## src/rtl/xor_map_engine.sv

```systemverilog
// xor_map_engine: one-element-per-cycle op(A,B) map over an external RF.
// Define XOR_MAP_ROTL_EN to make op 3 rotate-left (otherwise op 3 is XOR).
module xor_map_engine #(
  parameter int W     = 32,
  parameter int DEPTH = 64,
  parameter int AW    = $clog2(DEPTH),
  parameter int LW    = $clog2(DEPTH) + 1
) (
  input  logic          clk,
  input  logic          rst_n,
  input  logic          start,
  input  logic [1:0]    op,
  input  logic          cond_flag,
  input  logic [AW-1:0] origin,
  input  logic [AW-1:0] modifier,
  input  logic [LW-1:0] length,
  output logic          busy,
  output logic          done,
  output logic [AW-1:0] rf_raddr_a,
  output logic [AW-1:0] rf_raddr_b,
  input  logic [W-1:0]  rf_rdata_a,
  input  logic [W-1:0]  rf_rdata_b,
  output logic          rf_we,
  output logic [AW-1:0] rf_waddr,
  output logic [W-1:0]  rf_wdata
);

  typedef enum logic [1:0] {
    S_IDLE,
    S_RUN,
    S_DRAIN,
    S_DONE
  } state_t;

  state_t        r_state;
  state_t        w_next;
  logic [1:0]    r_op;
  logic [AW-1:0] r_org;
  logic [AW-1:0] r_mod;
  logic [AW-1:0] r_k;
  logic [LW-1:0] r_len;
  logic          r_we;
  logic [AW-1:0] r_waddr;
  logic          r_fwd_a;
  logic          r_fwd_b;
  logic [W-1:0]  r_fwd_d;

  logic          w_accept;
  logic          w_skip;
  logic          w_last;
  logic [AW-1:0] w_raddr_a;
  logic [AW-1:0] w_raddr_b;
  logic [W-1:0]  w_a;
  logic [W-1:0]  w_b;
  logic [W-1:0]  w_res;

  assign w_accept  = start && (r_state == S_IDLE);
  assign w_skip    = !cond_flag || (length == '0);
  assign w_last    = (LW'(r_k) == (r_len - LW'(1)));
  assign w_raddr_a = r_org + r_k;
  assign w_raddr_b = r_mod + r_k;

  // RF reads are read-before-write: patch in the word written alongside the read
  assign w_a = r_fwd_a ? r_fwd_d : rf_rdata_a;
  assign w_b = r_fwd_b ? r_fwd_d : rf_rdata_b;

`ifdef XOR_MAP_ROTL_EN
  localparam int SW = $clog2(W);
  logic [2*W-1:0] w_rot2;
  logic [W-1:0]   w_rot;
  assign w_rot2 = {w_a, w_a} << w_b[SW-1:0];
  assign w_rot  = w_rot2[2*W-1:W];
`endif

  always_comb begin
    w_res = w_a ^ w_b;
    case (r_op)
      2'd1: w_res = w_a + w_b;
      2'd2: w_res = w_a - w_b;
`ifdef XOR_MAP_ROTL_EN
      2'd3: w_res = w_rot;
`endif
      default: w_res = w_a ^ w_b;
    endcase
  end

  always_comb begin
    w_next = r_state;
    case (r_state)
      S_IDLE: begin
        if (start) w_next = w_skip ? S_DONE : S_RUN;
      end
      S_RUN: begin
        if (w_last) w_next = S_DRAIN;
      end
      S_DRAIN: w_next = S_DONE;
      S_DONE:  w_next = S_IDLE;
      default: w_next = S_IDLE;
    endcase
  end

  always_ff @(posedge clk or negedge rst_n) begin
    if (!rst_n) begin
      r_state <= S_IDLE;
      r_op    <= '0;
      r_org   <= '0;
      r_mod   <= '0;
      r_len   <= '0;
      r_k     <= '0;
      r_we    <= 1'b0;
      r_waddr <= '0;
      r_fwd_a <= 1'b0;
      r_fwd_b <= 1'b0;
      r_fwd_d <= '0;
    end else begin
      r_state <= w_next;
      if (w_accept) begin
        r_op  <= op;
        r_org <= origin;
        r_mod <= modifier;
        r_len <= length;
        r_k   <= '0;
      end else if (r_state == S_RUN) begin
        r_k <= r_k + AW'(1);
      end
      r_we    <= (r_state == S_RUN);
      r_waddr <= w_raddr_a;
      r_fwd_a <= r_we && (w_raddr_a == r_waddr);
      r_fwd_b <= r_we && (w_raddr_b == r_waddr);
      r_fwd_d <= w_res;
    end
  end

  assign busy       = (r_state != S_IDLE);
  assign done       = (r_state == S_DONE);
  assign rf_raddr_a = w_raddr_a;
  assign rf_raddr_b = w_raddr_b;
  assign rf_we      = r_we;
  assign rf_waddr   = r_waddr;
  assign rf_wdata   = r_we ? w_res : '0;

endmodule

```

## config.mk

```make
export PLATFORM = sky130hd
export DESIGN_NAME = xor_map_engine
export DESIGN_NICKNAME = d
export VERILOG_FILES = /design/src/rtl/xor_map_engine.sv
export SDC_FILE = /design/constraint.sdc
export NUM_CORES = 1
export LEC_CHECK = 0
export ABC_AREA = 1
export CAP_MARGIN = 20
export CORE_MARGIN = 1.5
export CORE_UTILIZATION = 30
export CTS_BUF_LIST = sky130_fd_sc_hd__clkbuf_8
export DETAILED_ROUTE_END_ITERATION = 10
export PLACE_DENSITY = 0.59
export REMOVE_ABC_BUFFERS = 1
export SYNTH_ARGS = -nofsm -noshare
export SYNTH_HDL_FRONTEND = slang
export SYNTH_SLANG_ARGS = --single-unit
```

## constraint.sdc

```tcl
create_clock -name clk -period 8 [get_ports clk]
set_clock_uncertainty 0.1 [all_clocks]
set_input_delay 0.8 -clock clk [delete_from_list [all_inputs] [get_ports clk]]
set_output_delay 0.8 -clock clk [all_outputs]
set_load 0.01 [all_outputs]
```

# ---- Yosys cells after proc, flatten, opt, wreduce, memory -nomap -nowiden
# Index checks and enable logic that the tools add are counted.
dict set report classes {
  addsub 6
  eq_ne 10
  muxes 10
  n_bitwise 1
  n_reduce_logical 10
}
# operator count
set op_table {}
lappend op_table {{two-way mux 32 bit} 3}
lappend op_table {{one-hot mux 32 bit (2 select lines)} 1}
lappend op_table {{adder 32 bit} 1}
lappend op_table {{subtractor 32 bit} 1}
lappend op_table {{bitwise XOR 32 bit} 1}
lappend op_table {{adder 6 bit} 2}
lappend op_table {{== test 6 bit} 2}
lappend op_table {{two-way mux 6 bit} 2}
lappend op_table {{one-hot mux 2 bit (4 select lines)} 1}
lappend op_table {{== test 6 x 7 -> 1 bit} 1}
lappend op_table {{logical NOT 7 bit} 1}
lappend op_table {{subtractor 7 x 1 -> 7 bit (second input constant)} 1}
lappend op_table {{adder 6 x 1 -> 6 bit (second input constant)} 1}
lappend op_table {{== test 2 bit (second input constant)} 3}
lappend op_table {{two-way mux 2 bit} 3}
lappend op_table {{== test 2 x 1 -> 1 bit (second input constant)} 2}
lappend op_table {{!= test 2 bit (second input constant)} 2}
lappend op_table {{nonzero test 2 bit} 2}
lappend op_table {{logical AND 1 bit} 3}
lappend op_table {{logical NOT 2 bit} 1}
lappend op_table {{AND reduction 2 bit} 1}
lappend op_table {{logical NOT 1 bit} 1}
lappend op_table {{logical OR 1 bit} 1}
dict set report word_totals {
  ff_bits 70
  input_bits 89
  out_inout_bits 53
  word_cells 48
}

# ---- Depth between registers and ports, before layout
dict set report logic_depth {
  depth_word 5
  depth_mapped 29
  depth_no_buf 27
}

# ---- Least setup slack after synthesis
# Ideal clock, no wire load.
dict set report synth_timing {
  path_type {input to output}
  start {in rf_rdata_b[1]}
  end {out rf_wdata[27]}
  arrival_time_ns 3.329
  required_ns 7.100
  slack_ns 3.771
  path_stages 21
  n_path_buf 0
  cell_sequence {inv_1 nand2_1 nand2_2 ha_1 nand4_4 nor2_4 nand2_2 nor2_4 nand2_2 o21ai_2 xor2_1 ha_1 nand2_1 inv_1 a21oi_1 nor3_1 nor3_1 nand2_1 nand2_1 nand3_1 a21oi_1}
}
dict set report synth_via {
  elab_chain_len 4
  elab_cells_between_ends 5
  cone_classes {add/sub: 2; mux: 3}
}
# item line
set synth_lines {}
lappend synth_lines {{start: declaration} 22} ;# input logic [W-1:0] rf_rdata_b,
lappend synth_lines {{two-way mux 32 bit (*)} 65} ;# assign w_b = r_fwd_b ? r_fwd_d : rf_rdata_b;
lappend synth_lines {{subtractor 32 bit / adder 32 bit (equally long branches)} {79, 78}}
lappend synth_lines {{one-hot mux 32 bit (2 select lines) (*)} 77} ;# case (r_op)
lappend synth_lines {{two-way mux 32 bit (*)} 140} ;# assign rf_wdata = r_we ? w_res : '0;
lappend synth_lines {{end: declaration} 25} ;# output logic [W-1:0] rf_wdata
# Mark *: on every way between the ends. The rest lies on a longest branch, timed or not.

# ---- Worst setup path in the final report
dict set report layout_timing {
  start {reg r_fwd_b}
  end {out rf_wdata[27]}
}
dict set report layout_via {
  elab_chain_len 4
  elab_cells_between_ends 6
  cone_classes {add/sub: 2; mux: 3; bitwise: 1}
}
# item line
set layout_lines {}
lappend layout_lines {{start: declaration} 45} ;# logic r_fwd_b;
lappend layout_lines {{start signal: assignment} 129} ;# r_fwd_b <= r_we && (w_raddr_b == r_waddr);
lappend layout_lines {{two-way mux 32 bit (*)} 65}
lappend layout_lines {{subtractor 32 bit, or another cell as far along} 79} ;# 2'd2: w_res = w_a - w_b;
lappend layout_lines {{one-hot mux 32 bit (2 select lines) (*)} 77}
lappend layout_lines {{two-way mux 32 bit (*)} 140}
# Marked as above.

==> out/qor.yml <==
floorplanning:
  fp.dieH_um: 168
  io_pins: 142
  start_util: 0.303
  coreArea_mm2: 0.0268
  dieArea_mm2: 0.0281
  rows: 60
  die_w_um: 168
min_path:
  min_from: "r_org[3]$_DFFE_PN0P_"
  whs_endpoint: "r_org[3]$_DFFE_PN0P_"
  worstHoldPathType: "register to register"
  hold_depth: 2
synthesis:
  syn_area_mm2: 0.00812
  ys_types: 43
  synth_area_leaders: "dfrtp_1 22%, nand2_1 20%, inv_1 8.2%"
  synth_edf_count: 0
  synthCells: 1343
  async_flop_share: 1.00
  synth-main-ff-cell: "dfrtp_1"
  synth_area_per_cell_um2: 6.05
  yosys.area.top_type: "dfrtp_1"
  synth_top_area_share: 0.216
  ys_warn_count: 0
  seq_area_frac_synth: 0.216
  synth_common_cells: "443 x nand2_1, 178 x inv_1, 114 x a21oi_1, 114 x o21ai_0, 98 x nor2_1"
  synth.most_common_cell: "nand2_1"
  synth_seq_cells: 70
timing:
  finalCriticalPeriod_ps: 6460
  rsz0062_at_grt: "false"
  hold_violations: 0
  drv_slew: 0
  layout_setup_ws_ps: 1540
  worst_pin_slew_ps: 977
  post-route-period-util: 0.808
  max_freq_mhz: 155
  setup_viol: 0
  tns_ps: 0
  maxSlewHeadroom: 0.349
place:
  routabilityCongestion: 0.988
  post-place-ws_ps: 1970
  dp.final_hpwl_um: 22100
  port_buffers: 141
pwr:
  p_per_area_mw_per_mm2: 393
  p_leak_nw: 4.94
  ir_drop_uv: 249
clocking:
  cts_root_buf: "clkbuf_8"
  cts_tree: "done"
  postCtsSetupRepairBufs: 0
  hold_buffers: 0
  clk_path_buf_depth: 2
  clk_pin_slew_ps: 90
  cts_resized: 0
  cts_made_buffers: 9
  htree_levels: 3
  cts.sinks: 70
  clk-insertion-delay-late_ps: 380
status:
  status: "completed"
layout:
  syn_to_final_growth_pct: 23.1
  drive_gt1_frac: 0.0625
  finalNetCount: 1608
global_route:
  antenna_found_initial: 4
  grt_overflow: 0
  grt_max_degree: 71
  grt_pass1_vias: 8461
  grt_pass1_wl_um: 44600
  grt_usage: 0.202
detailed_routing:
  dr_total_vias: 8794
  ant_nets: 0
  vias_per_cell: 4.85
  wl_met2_um: 12800
  dr.max_layer_used: "met5"
  routed_wl_um: 28200
  drc: 0
  first_iter_violations: 584
  firstDrtPassIters: 5
  wl_met1_um: 12500
  wl_met3_um: 1800
  wire_per_inst_um: 15.5
critical_path:
  crit_path_max_fanout: 34
  crit_type: "register to output port"
  end_kind: "output port"
  worst-r2r-setup-slack_ps: 3260
  crit_required_ps: 7100
  reg2reg_from: "r_fwd_b$_DFF_PN0_"
  start_kind: "register"
  r2r_end: "r_fwd_d[18]$_DFF_PN0_"
  reg2reg_depth: 21
  arrival_ps: 5560
flow_run:
  maxCapViolCount: 0
==> registers in the layout (all words and copies together) (netlist names) <==
signal and flops:
r_op 2, r_fwd_d 32, r_fwd_a 1, rf_we 1, r_state 2, rf_waddr 6
r_fwd_b 1, r_len 7, r_org 6, r_k 6, r_mod 6
==> where the power goes <==
group	switching [W]	leakage [nW]	internal, W
combinational	0.00182	3.98	0.00112
sequential	0.000124	0.850	0.000533
clock	0.000169	0.107	0.000162
==> cell type report <==
type,count,area (um^2)
fill,2892,16800
multi-input combinational,1051,5450
sequential,70,1750
timing repair buffer,146,1450
inverter,188,711
tap,341,427
clock buffer,11,151
clock inverter,5,58.8
antenna,1,2.50
==> through the flow <==
step	total power [W]	hold WS, ps	utilization	instances	instance area [um^2]
2_1_floorplan	0.00254	353	-	1309	7910
3_3_place_gp	0.00357	373	0.365	1796	9790
3_5_place_dp	0.00359	374	0.365	1796	9790
4_1_cts	0.00395	398	0.373	1812	10000
5_1_grt	0.00433	416	0.373	1812	10000
6_report	0.00393	395	0.373	1813	10000
==> cells in the final DEF (no fill, tap or decap), types with 10 or more instances in the layout <==
master	count
a21oi_1	114
clkbuf_8	11
clkdlybuf4s50_1	140
dfrtp_1	68
ha_1	50
inv_1	179
nand2_1	443
nand2_2	28
nand3_1	45
nand4_1	10
nor2_1	98
nor3_1	21
o21ai_0	114
xnor2_1	12
xor2_1	40
==> critical path, stage by stage, from the launching register on <==
cell and delay (ps):
dfrtp_2 730, buf_4 460, nand2_1 120, nand2_2 130, ha_1 260, nand4_4 160, nor2_4 170, nand2_2 130
nor2_4 170, nand2_2 110, o21ai_2 130, xor2_1 160, ha_1 320, nand2_1 180, inv_1 60, a21oi_1 290
nor3_1 80, nor3_1 450, nand2_1 90, nand2_1 80, nand3_1 90, a21oi_1 180, clkdlybuf4s50_1 560
==> cells by family after synthesis <==
logic type               Yosys count  synth area share
adder cells (fa/ha/maj)           53            0.0844
AO/OA/AOI/OAI                    263             0.172
AND/OR/NAND/NOR                  683             0.359
buffers and inverters            222             0.114
XOR/XNOR                          52            0.0561
flip-flops                        70             0.216
==> metal layers <==
metal | vias to the layer above | GRT usage
li1 | 4515 | -
met1 | 3962 | 0.253
met2 | 263 | 0.338
met3 | 50 | 0.0402
met4 | 4 | 0.0826
met5 | - | 0
==> worst max-delay path by stage <==
stage,startpoint,to,slack [ps],cells past startpoint
floorplan,r_fwd_b$_DFF_PN0_,rf_wdata[27],3060,21
global placement,r_fwd_b$_DFF_PN0_,rf_wdata[18],1980,21
detailed placement,r_fwd_b$_DFF_PN0_,rf_wdata[27],1970,22
CTS,r_fwd_b$_DFF_PN0_,rf_wdata[27],1530,22
global route,r_fwd_b$_DFF_PN0_,rf_wdata[27],1100,24
finish,r_fwd_b$_DFF_PN0_,rf_wdata[27],1540,22
(Power assumes the default switching activity.)
